`src/rtl/chord_song_reader_if.sv`:
```
// Player-side bundle between the song reader and the four-voice notes player.
// The reader drives one chord (four notes, duration, voice count, timbre) plus
// a one-cycle load pulse, and the player reports back with done_with_note.
interface chord_song_reader_if;
    logic [5:0] note1;
    logic [5:0] note2;
    logic [5:0] note3;
    logic [5:0] note4;
    logic [5:0] duration;
    logic [1:0] num_notes;
    logic [2:0] metadata;
    logic       load_new_note;
    logic       done_with_note;

    modport master (
        output note1, note2, note3, note4,
        output duration, num_notes, metadata,
        output load_new_note,
        input  done_with_note
    );

    modport slave (
        input  note1, note2, note3, note4,
        input  duration, num_notes, metadata,
        input  load_new_note,
        output done_with_note
    );
endinterface

```
`src/rtl/chord_song_reader.sv`:
```
// Walks one song in an external synchronous ROM and hands each chord entry to
// the notes player, waiting for the player's done handshake between chords.
// Entries with zero duration are skipped, an end flag or the last index stops
// the song, and play low freezes everything outside IDLE and DONE.
module chord_song_reader #(
    parameter int INDEX_BITS = 5,
    parameter int SONG_BITS  = 2
) (
    input  logic                            clk,
    input  logic                            reset,
    input  logic                            play,
    input  logic [SONG_BITS-1:0]            song,
    output logic [SONG_BITS+INDEX_BITS-1:0] rom_addr,
    input  logic [35:0]                     rom_data,
    chord_song_reader_if.master             player,
    output logic                            play_enable,
    output logic                            song_done
);

    typedef enum logic [2:0] {
        S_IDLE,
        S_FETCH,
        S_DECODE,
        S_LOAD,
        S_WAIT_BUSY,
        S_WAIT_DONE,
        S_NEXT,
        S_DONE
    } state_t;

    state_t                          state_q, state_d;
    logic [INDEX_BITS-1:0]           index_q, index_d;
    logic [INDEX_BITS-1:0]           index_inc;
    logic [SONG_BITS-1:0]            song_q, song_d;
    logic [SONG_BITS+INDEX_BITS-1:0] rom_addr_q, rom_addr_d;
    logic [5:0]                      note1_q, note1_d;
    logic [5:0]                      note2_q, note2_d;
    logic [5:0]                      note3_q, note3_d;
    logic [5:0]                      note4_q, note4_d;
    logic [5:0]                      duration_q, duration_d;
    logic [1:0]                      num_notes_q, num_notes_d;
    logic [2:0]                      metadata_q, metadata_d;

    assign index_inc = index_q + INDEX_BITS'(1);

    // State, position and chord registers; reset clears every visible output.
    always_ff @(posedge clk or negedge reset) begin
        if (!reset) begin
            state_q     <= S_IDLE;
            index_q     <= '0;
            song_q      <= '0;
            rom_addr_q  <= '0;
            note1_q     <= '0;
            note2_q     <= '0;
            note3_q     <= '0;
            note4_q     <= '0;
            duration_q  <= '0;
            num_notes_q <= '0;
            metadata_q  <= '0;
        end else begin
            state_q     <= state_d;
            index_q     <= index_d;
            song_q      <= song_d;
            rom_addr_q  <= rom_addr_d;
            note1_q     <= note1_d;
            note2_q     <= note2_d;
            note3_q     <= note3_d;
            note4_q     <= note4_d;
            duration_q  <= duration_d;
            num_notes_q <= num_notes_d;
            metadata_q  <= metadata_d;
        end
    end

    // Next-state logic: every running state holds still while play is low.
    always_comb begin
        state_d     = state_q;
        index_d     = index_q;
        song_d      = song_q;
        rom_addr_d  = rom_addr_q;
        note1_d     = note1_q;
        note2_d     = note2_q;
        note3_d     = note3_q;
        note4_d     = note4_q;
        duration_d  = duration_q;
        num_notes_d = num_notes_q;
        metadata_d  = metadata_q;

        case (state_q)
            S_IDLE: begin
                index_d    = '0;
                rom_addr_d = {song, {INDEX_BITS{1'b0}}};
                if (play) begin
                    song_d  = song;
                    state_d = S_FETCH;
                end
            end
            S_FETCH: begin
                if (play) state_d = S_DECODE;
            end
            S_DECODE: begin
                if (play) begin
                    if (rom_data[35]) begin
                        state_d = S_DONE;
                    end else if (rom_data[10:5] == 6'd0) begin
                        state_d = S_NEXT;
                    end else begin
                        note1_d     = rom_data[34:29];
                        note2_d     = rom_data[28:23];
                        note3_d     = rom_data[22:17];
                        note4_d     = rom_data[16:11];
                        duration_d  = rom_data[10:5];
                        num_notes_d = rom_data[4:3];
                        metadata_d  = rom_data[2:0];
                        state_d     = S_LOAD;
                    end
                end
            end
            S_LOAD: begin
                if (play) state_d = S_WAIT_BUSY;
            end
            S_WAIT_BUSY: begin
                if (play && !player.done_with_note) state_d = S_WAIT_DONE;
            end
            S_WAIT_DONE: begin
                if (play && player.done_with_note) state_d = S_NEXT;
            end
            S_NEXT: begin
                if (play) begin
                    if (index_q == {INDEX_BITS{1'b1}}) begin
                        state_d = S_DONE;
                    end else begin
                        index_d    = index_inc;
                        rom_addr_d = {song_q, index_inc};
                        state_d    = S_FETCH;
                    end
                end
            end
            S_DONE: begin
                if (!play) begin
                    index_d = '0;
                    state_d = S_IDLE;
                end
            end
            default: state_d = S_IDLE;
        endcase
    end

    assign rom_addr               = rom_addr_q;
    assign player.note1           = note1_q;
    assign player.note2           = note2_q;
    assign player.note3           = note3_q;
    assign player.note4           = note4_q;
    assign player.duration        = duration_q;
    assign player.num_notes       = num_notes_q;
    assign player.metadata        = metadata_q;
    assign player.load_new_note   = (state_q == S_LOAD) && play;
    assign play_enable            = play && (state_q != S_IDLE) && (state_q != S_DONE);
    assign song_done              = (state_q == S_DONE);

endmodule
```
`src/flat_wrapper.sv`:
```
// flat-port wrapper written by rule: the top's interface ports become plain ports
module chord_song_reader_flat 
#(
    parameter int INDEX_BITS = 5,
    parameter int SONG_BITS  = 2
)
  (clk, reset, play, song, rom_addr, rom_data, play_enable, song_done, player_note1, player_note2, player_note3, player_note4, player_duration, player_num_notes, player_metadata, player_load_new_note, player_done_with_note);
  chord_song_reader_if player_i ();
  input  logic clk;
  input  logic reset;
  input  logic play;
  input  logic [SONG_BITS-1:0] song;
  output logic [SONG_BITS+INDEX_BITS-1:0] rom_addr;
  input  logic [35:0] rom_data;
  output logic play_enable;
  output logic song_done;
  output wire logic [$bits(player_i.note1)-1:0] player_note1;
  output wire logic [$bits(player_i.note2)-1:0] player_note2;
  output wire logic [$bits(player_i.note3)-1:0] player_note3;
  output wire logic [$bits(player_i.note4)-1:0] player_note4;
  output wire logic [$bits(player_i.duration)-1:0] player_duration;
  output wire logic [$bits(player_i.num_notes)-1:0] player_num_notes;
  output wire logic [$bits(player_i.metadata)-1:0] player_metadata;
  output wire logic [$bits(player_i.load_new_note)-1:0] player_load_new_note;
  input wire logic [$bits(player_i.done_with_note)-1:0] player_done_with_note;
  assign player_note1 = player_i.note1;
  assign player_note2 = player_i.note2;
  assign player_note3 = player_i.note3;
  assign player_note4 = player_i.note4;
  assign player_duration = player_i.duration;
  assign player_num_notes = player_i.num_notes;
  assign player_metadata = player_i.metadata;
  assign player_load_new_note = player_i.load_new_note;
  assign player_i.done_with_note = player_done_with_note;
  chord_song_reader #(.INDEX_BITS(INDEX_BITS), .SONG_BITS(SONG_BITS)) u_core (.clk(clk), .reset(reset), .play(play), .song(song), .rom_addr(rom_addr), .rom_data(rom_data), .player(player_i), .play_enable(play_enable), .song_done(song_done));
endmodule
```
`config.mk`:
```
export PLATFORM = sky130hd
export DESIGN_NAME = chord_song_reader_flat
export DESIGN_NICKNAME = d
export VERILOG_FILES = /design/src/rtl/chord_song_reader_if.sv /design/src/rtl/chord_song_reader.sv /design/src/flat_wrapper.sv
export SDC_FILE = /design/constraint.sdc
export NUM_CORES = 1
export LEC_CHECK = 0
export ABC_AREA = 1
export BUFFER_PORTS_ARGS = -buffer_cell sky130_fd_sc_hd__buf_2
export CORE_ASPECT_RATIO = 0.75
export CORE_MARGIN = 2
export CORE_UTILIZATION = 49
export DETAILED_ROUTE_END_ITERATION = 8
export GPL_ROUTABILITY_DRIVEN = 0
export PLACE_DENSITY = 0.8
export SYNTH_ARGS = -nofsm -noshare
export SYNTH_HDL_FRONTEND = slang
export SYNTH_SLANG_ARGS = --single-unit
```
`constraint.sdc`:
```
create_clock -name clk -period 1.95 [get_ports clk]
set_input_delay 0.4875 -clock clk [delete_from_list [all_inputs] [get_ports clk]]
set_output_delay 0.4875 -clock clk [all_outputs]
set_load 0.01 [all_outputs]
```
; ---- Word level (Yosys, flattened, before mapping)
; Index checks and enable logic that the tools add are counted.
[classes]
n_reduce_logical = 16
eq_ne = 18
add_sub_neg = 1
n_mux = 19
bitwise_logic = 2
[ops]
columns = operator, count
row1 = two-way mux 3 bit, 11
row2 = one-hot mux 3 bit (8 select lines), 1
row3 = two-way mux 5 bit, 3
row4 = one-hot mux 5 bit (3 select lines), 1
row5 = two-way mux 7 bit, 2
row6 = "inequality test 2 bit, second input constant", 7
row7 = one-hot mux 7 bit (2 select lines), 1
row8 = "equality test 3 bit, second input constant", 4
row9 = AND reduction 4 bit, 2
row10 = AND reduction 8 bit, 1
row11 = "equality test 3 x 2 -> 1 bit, second input constant", 2
row12 = zero test 6 bit, 1
row13 = nonzero test 3 bit, 2
row14 = "adder 5 x 1 -> 5 bit, second input constant", 1
row15 = "equality test 5 bit, second input constant", 1
row16 = logical AND 1 bit, 5
row17 = "inequality test 2 x 1 -> 1 bit, second input constant", 2
row18 = "equality test 3 x 1 -> 1 bit, second input constant", 1
row19 = zero test 3 bit, 1
row20 = "inequality test 3 bit, second input constant", 1
row21 = AND reduction 3 bit, 1
row22 = inverter 1 bit, 2
row23 = AND reduction 2 bit, 1
row24 = nonzero test 2 bit, 1
row25 = zero test 1 bit, 1
[totals]
ff_bits = 52
output_inout_bits = 45
word_cells = 67
in_bits = 42

; ---- Depth between registers and ports, before layout
; Gate-level depths: netlist of run 1.
[logic_depth]
ltp_word = 5
ltp_mapped = 11
mapped_depth_nobuf = 11

; ---- Worst setup path after synthesis of run 1
; Ideal clock, no wire load.
[synth_path]
path_type = register -> register
start = register u_core.index_q[0]
end = register u_core.index_q[0]
n_path_buf = 0
stages_incl_launch_ff = 12
slack_ns = 0.496
setup_time_ns = 0.065
required_time_ns = 1.885
arrival_time_ns = 1.389
synth_period_minus_slack_ns = 1.454
cell_sequence = dfrtp_1 > ha_1 > nand2_1 > nor2_1 > ha_1 > inv_1 > nand2_1 > nand2_1 > nand2_2 > inv_2 > nand2_1 > nand2_1
[synth_via]
elab_chain_cells = 4
elab_cells_between_ends = 7
classes_between = add/sub: 1 / eq/ne: 2 / mux: 3 / reduce/logical: 1
[synth_rtl]
columns = item, line_no
row1 = "start, declared", chord_song_reader.sv:32  ; logic [INDEX_BITS-1:0] index_q, index_d;
row2 = "start signal, assigned", chord_song_reader.sv:62  ; index_q <= index_d;
row3 = adder 5 x 1 -> 5 bit, chord_song_reader.sv:44  ; assign index_inc = index_q + INDEX_BITS'(1);
row4 = two-way mux 5 bit, chord_song_reader.sv:130  ; if (index_q == {INDEX_BITS{1'b1}}) begin
row5 = two-way mux 5 bit, chord_song_reader.sv:129  ; if (play) begin
row6 = one-hot mux 5 bit (3 select lines), chord_song_reader.sv:89  ; case (state_q)
; Several ways; a longest one is shown, not always the timed one. The select of a mux whose other input is x is not followed.
; A chain may end at the register's enable or synchronous reset.

; ---- Final worst setup path of run 1
[layout_path]
start = register u_core.state_q[1]
end = output play_enable
[layout_via]
elab_chain_cells = 3
elab_cells_between_ends = 4
classes_between = eq/ne: 1 / reduce/logical: 3
[layout_rtl]
columns = item, line_no
row1 = "start, declared", chord_song_reader.sv:31  ; state_t state_q, state_d;
row2 = "start signal, assigned", chord_song_reader.sv:61  ; state_q <= state_d;
row3 = nonzero test 3 bit, chord_song_reader.sv:158  ; assign play_enable = play && (state_q != S_IDLE) && (state_q != S_DONE);
row4 = logical AND 1 bit, chord_song_reader.sv:158
row5 = logical AND 1 bit (*), chord_song_reader.sv:158
row6 = "end, declared", flat_wrapper.sv:15  ; output logic play_enable;
; Mark *: on every way between the ends. The rest lies on a longest branch, timed or not.

==> results of run 1 <==
## registers in the layout, summed over array words and instances, names as in the netlist, 5 cells and up
register and cells:
u_core.player.note2 6, u_core.player.note1 6, u_core.player.duration 6, u_core.player.note3 6, u_core.rom_addr 7, u_core.index_q 5
u_core.player.note4 6
## cells in the mapped netlist, drive strengths merged
master,n
inv,15
dfrtp,52
clkbuf,3
a21oi,2
o21ai,3
ha,2
nor2,21
o211ai,1
nor3,1
buf,8
nand3,43
nand2,137
nand4,3
## cell type report
| class | instances | area, sq um |
|---|---|---|
| Fill cell | 387 | 1550 |
| Inverter | 15 | 56.3 |
| Clock buffer | 5 | 68.8 |
| Multi-Input combinational cell | 213 | 911 |
| Timing Repair Buffer | 95 | 510 |
| Sequential cell | 52 | 1310 |
| Tap cell | 57 | 71.3 |
| Clock inverter | 3 | 46.3 |
## cell families after synthesis
| logic type | count (synthesis) | share of synthesized area (%) |
|---|---|---|
| AND/OR/NAND/NOR | 205 | 36.7 |
| flip-flops | 52 | 56.0 |
| buffers and inverters | 26 | 4.84 |
| AO/OA/AOI/OAI | 6 | 1.40 |
| adder cells (fa/ha/maj) | 2 | 1.08 |
## critical path: stages (launching register included)
cell	delay [ps]
dfrtp_2	470
nand2_1	180
o21ai_1	100
nor2_1	120
buf_2	140
## path summary, 6_finish.rpt
kind	startpoint	endpoint	slack (ps)
max	u_core.state_q[1]$_DFFE_PN0P_	play_enable	140
min	reset	u_core.player.note1[5]$_DFFE_PN0P_	110
max reg2reg	u_core.index_q[0]$_DFFE_PN0P_	u_core.rom_addr[2]$_DFFE_PN0P_	260
min reg2reg	u_core.player.duration[3]$_DFFE_PN0P_	u_core.player.duration[3]$_DFFE_PN0P_	470
max in group asynchronous	reset	u_core.state_q[2]$_DFFE_PN0P_	1290
min in group clk	rom_data[0]	u_core.player.metadata[0]$_DFFE_PN0P_	400
## per-layer routing
layer,global-route usage [%],vias up,share of wire (%)
met2,36.2,89,46
met4,6.65,0,0.80
li1,-,1095,-
met1,29.6,1027,46
met3,5.64,6,7.6
met5,0,-,0
## what timing repair did
item                                    4_1_cts  5_1_grt
hold endpoints to repair                      0        0
resized for setup                             1        3
cloned                                        0        0
pin swaps                                     0        0
setup buffers                                 0        3
endpoints found under the setup margin        1        1
## power by group
part | internal [mW] | switching (mW) | leakage, nW
combinational | 0.659 | 1.02 | 1.08
clock | 0.387 | 0.378 | 0.0548
sequential | 1.52 | 0.260 | 0.660
## per-stage QoR
| stage | hold slack, ps | instance area, sq um | cells |
|---|---|---|---|
| 2_1_floorplan | 192 | 2320 | 291 |
| 3_3_place_gp | 449 | 2830 | 429 |
| 3_5_place_dp | 453 | 2830 | 429 |
| 4_1_cts | 115 | 2940 | 437 |
| 5_1_grt | 118 | 2970 | 440 |
| 6_report | 109 | 2970 | 440 |
==> results.json, run 1 <==
{
  "overflow": 0,
  "min_path_type": "input pin to asynchronous set/reset pin",
  "die_area_sq_um": 5320,
  "grt_pass1_wl_um": 9460,
  "crit_type": "register to output port",
  "synth_top_area_share_pct": 56.0,
  "crit_fanout": 8,
  "p_total_mw": 4.23,
  "core-area_sq_um": 4520,
  "clockBufferDepth": 2,
  "critPathArrivalTime_ps": 1320,
  "cp-start-kind": "register",
  "route.final.wire_length_um": 5520,
  "drv_slew": 0,
  "drc": 0,
  "finClkSkew_ps": 3.95,
  "post-route-util_pct": 65.7,
  "cts_sinks": 52,
  "antenna_found_initial": 0,
  "synth_area_leaders": "dfrtp_1 (56%), nand2_1 (22%), nand3_1 (9.3%)",
  "hold_viol": 0,
  "fin_tns_setup_ps": 0,
  "cts_buffers": 5,
  "max_slew_margin_pct": 69.3,
  "dieHeight_um": 63.7,
  "clk_latency_ps": 310,
  "seq_area_frac_synth_pct": 56.0,
  "period_minus_slack_ps": 1810,
  "syn_nets": 335,
  "fp.dieW_um": 83.5,
  "dp_slack_ps": 287,
  "grt_pass1_vias": 2090,
  "clkTransAtPathRegs_ps": 100,
  "syn_area_per_cell_sq_um": 7.99,
  "ios": 87,
  "tightest_slew_ps": 460,
  "maxCapViolCount": 0,
  "status": "complete, no violations",
  "first_iter_violations": 125,
  "synth.distinct_cells": 17,
  "setup.worst_path.end_class": "output port",
  "first_pass_iters": 4,
  "ys_warn_count": 0,
  "dp_hpwl_um": 4060,
  "fin_crit_sh_pct": 92.7,
  "initial_core_util_pct": 51.4,
  "netlist_area_sq_um": 2320,
  "io_buffers": 86,
  "n_antenna_cell": 0,
  "yosys.area.top_type": "dfrtp_1",
  "htreeDepth": 2,
  "rsz0062_at_grt": "false",
  "mostFrequentLayoutCells": "nand2_1 (134), buf_2 (86), dfrtp_1 (49), nand3_1 (43), nor2_1 (20)",
  "area_growth_pct": 27.7,
  "ir_drop_uv": 793,
  "rows": 21,
  "grt_start_max_net_pins": 34,
  "hold_buffers": 0,
  "p_per_area_nw_per_um2": 1420,
  "layout_commonest_cell": "nand2_1",
  "reg2regPathDepth": 11,
  "fmax_mhz": 553,
  "cts_root_buf": "clkbuf_8",
  "p_leak_nw": 1.79,
  "synth-seq-cells": 52,
  "vias_per_cell": 5.04,
  "setup_viol": 0,
  "fin_ws_ps": 142,
  "dr_total_vias": 2217,
  "synthCells": 291,
  "routedWlPerCell_um": 12.6,
  "cts_tree": "built",
  "nets": 426,
  "ant_nets": 0,
  "drive_above_1_share_pct": 30.0,
  "crit_required_ps": 1460,
  "track_usage_pct": 22.2
}
Note: power is estimated with default switching activity, not from simulation.
==> inputs of run 2 (changes only) <==
--- a/config.mk
+++ b/config.mk
@@ -10,6 +10,7 @@
 export CORE_ASPECT_RATIO = 0.75
 export CORE_MARGIN = 2
 export CORE_UTILIZATION = 49
+export CTS_CLUSTER_SIZE = 16
 export DETAILED_ROUTE_END_ITERATION = 8
 export GPL_ROUTABILITY_DRIVEN = 0
 export PLACE_DENSITY = 0.8
==> constraint.sdc (replaced) <==
create_clock -name clk -period 1.95 [get_ports clk]
set_input_delay 0.39 -clock clk [delete_from_list [all_inputs] [get_ports clk]]
set_output_delay 0.39 -clock clk [all_outputs]
set_load 0.01 [all_outputs]
==> run 2 against run 1 <==
- clock skew rose by 2.7 ps
- clock-buffer cell count rose by 2
- sequential power barely moved
- register-to-register slack improved by 40 ps
- total power fell by 5.0%
- global-route usage fell by 1.4 points
- wire length fell by 3.5%
- maximum frequency rose by 1.1%
- largest cell class unchanged
- highest routed layer unchanged
==> results.json, run 2 (synthesis gave the netlist of run 1 again) <==
{
  "dieHeight_um": 63.7,
  "nets": 422,
  "critPathArrivalTime_ps": 1400,
  "route.final.wire_length_um": 5330,
  "hold_slack_ps": 71.4,
  "grt_pass1_wl_um": 8910,
  "post-place-cells": 428,
  "fin_tns_setup_ps": 0,
  "antenna_found_initial": 0,
  "max_slew_margin_pct": 76.9,
  "layout_commonest_cell": "nand2_1",
  "slowest_delay_ps": 500,
  "ant_nets": 0,
  "dp_hpwl_um": 3960,
  "status": "complete, no violations",
  "core-area_sq_um": 4520,
  "drv_slew": 0,
  "first_pass_iters": 4,
  "crit_type": "register to output port",
  "area_growth_pct": 25.5,
  "drc": 0,
  "cts_root_buf": "clkbuf_8",
  "hold_viol": 0,
  "fill_cells": 386,
  "fmax_mhz": 559,
  "routedWlPerCell_um": 12.2,
  "largest_reg_flops": 7,
  "maxCapViolCount": 0,
  "met3_usage_pct": 4.59,
  "mostFrequentLayoutCells": "nand2_1 (134), buf_2 (86), dfrtp_1 (50), nand3_1 (43), nor2_1 (20)",
  "crit_fanout": 7,
  "ios": 87,
  "track_usage_pct": 20.8,
  "rows": 21,
  "fp.dieW_um": 83.5,
  "slowest_stage": "dfrtp_1",
  "top_usage_layer": "met2",
  "setup.worst_path.end_class": "output port",
  "period_minus_slack_ps": 1790,
  "p_per_area_nw_per_um2": 1380,
  "clkTransAtPathRegs_ps": 90,
  "p_leak_nw": 1.76,
  "drive_above_1_share_pct": 28.8,
  "first_iter_violations": 89,
  "cts_sinks": 52,
  "setup_viol": 0,
  "cts_buffers": 5,
  "io_buffers": 86,
  "grt_pass1_vias": 1996,
  "cts_tree": "built",
  "crit_required_ps": 1560,
  "htreeDepth": 2,
  "clk_latency_ps": 300,
  "met2_usage_pct": 33.0,
  "finClkSkew_ps": 6.62,
  "ir_drop_uv": 734,
  "crit_chain": "inv_2 > nand3_1 > inv_1 > nor2_1 > buf_2",
  "fin_crit_sh_pct": 91.7,
  "cp-start-kind": "register",
  "die_area_sq_um": 5320,
  "dr_total_vias": 2180,
  "cts_setup_buffers": 0,
  "initial_core_util_pct": 51.4,
  "n_antenna_cell": 0,
  "grt_start_max_net_pins": 53,
  "vias_per_cell": 5.00,
  "clockBufferDepth": 2,
  "final_cells": 436,
  "tightest_slew_ps": 346,
  "min_path_type": "input pin to asynchronous set/reset pin",
  "overflow": 0,
  "rsz0062_at_grt": "false",
  "grtUsageMet1_pct": 29.8
}
-- run 2: cell types whose count changed in the layout (fill, tap and decap cells not counted) --
cell and change:
buf_4 -4, bufinv_16 -1, clkbuf_1 +1, clkbuf_8 +1
dfrtp_1 +1, dfrtp_2 -1, inv_6 -1, o21ai_0 +1
o21ai_1 -1
-- run 2: per-layer routing --
layer  routed length, um  up-vias
li1                    -     1088
met1                2460     1000
met2                2360       88
met3                 479        4
met4                  30        0
met5                   0        -
-- run 2: report_power, final --
group | leakage, nW | internal, mW | switching (mW)
clock network | 0.0445 | 0.289 | 0.330
registers | 0.661 | 1.52 | 0.269
logic | 1.06 | 0.618 | 0.987
-- run 2: worst paths after layout --
| kind | endpoint | startpoint | slack, ps | cells past startpoint |
|---|---|---|---|---|
| max | play_enable | u_core.state_q[0]$_DFFE_PN0P_ | 160 | 5 |
| min | u_core.player.note4[0]$_DFFE_PN0P_ | reset | 70 | 2 |
| max reg2reg | u_core.rom_addr[0]$_DFFE_PN0P_ | u_core.index_q[0]$_DFFE_PN0P_ | 300 | 11 |
| min reg2reg | u_core.player.note4[5]$_DFFE_PN0P_ | u_core.player.note4[5]$_DFFE_PN0P_ | 470 | 2 |
| max in group asynchronous | u_core.state_q[1]$_DFFE_PN0P_ | reset | 1640 | 2 |
| min in group clk | u_core.player.note3[4]$_DFFE_PN0P_ | rom_data[21] | 310 | 3 |
-- run 2: what timing repair did --
action	CTS	global route
endpoints found under the setup margin	0	1
gates resized for setup	0	2
hold buffers	0	0
-- run 2: worst max-delay path: cells and delay by family, from the launching register on --
| family | cells | cell delay [ps] |
|---|---|---|
| DFF | 1 | 500 |
| and+or+nand+nor | 2 | 270 |
| buffers and inverters | 3 | 340 |
-- run 2: per-stage QoR --
stage	power [mW]	setup WS, ps	util [%]	instance area [sq um]
4_1_cts	4.05	114	64.5	2910
6_report	4.01	162	64.5	2920
5_1_grt	4.37	0.946	64.5	2920
3_3_place_gp	3.37	407	62.4	2820
2_1_floorplan	2.78	496	-	2320
3_5_place_dp	3.42	305	62.4	2820
-- run 2: layout make-up --
class | instances | area [sq um] | share of cell area [%]
clock buffer | 7 | 86.3 | 2.96
multi-input combinational | 213 | 911 | 31.2
sequential | 52 | 1300 | 44.7
tap | 57 | 71.3 | 2.45
timing repair buffer | 91 | 480 | 16.5
clock inverter | 1 | 7.51 | 0.257
inverter | 15 | 56.3 | 1.93
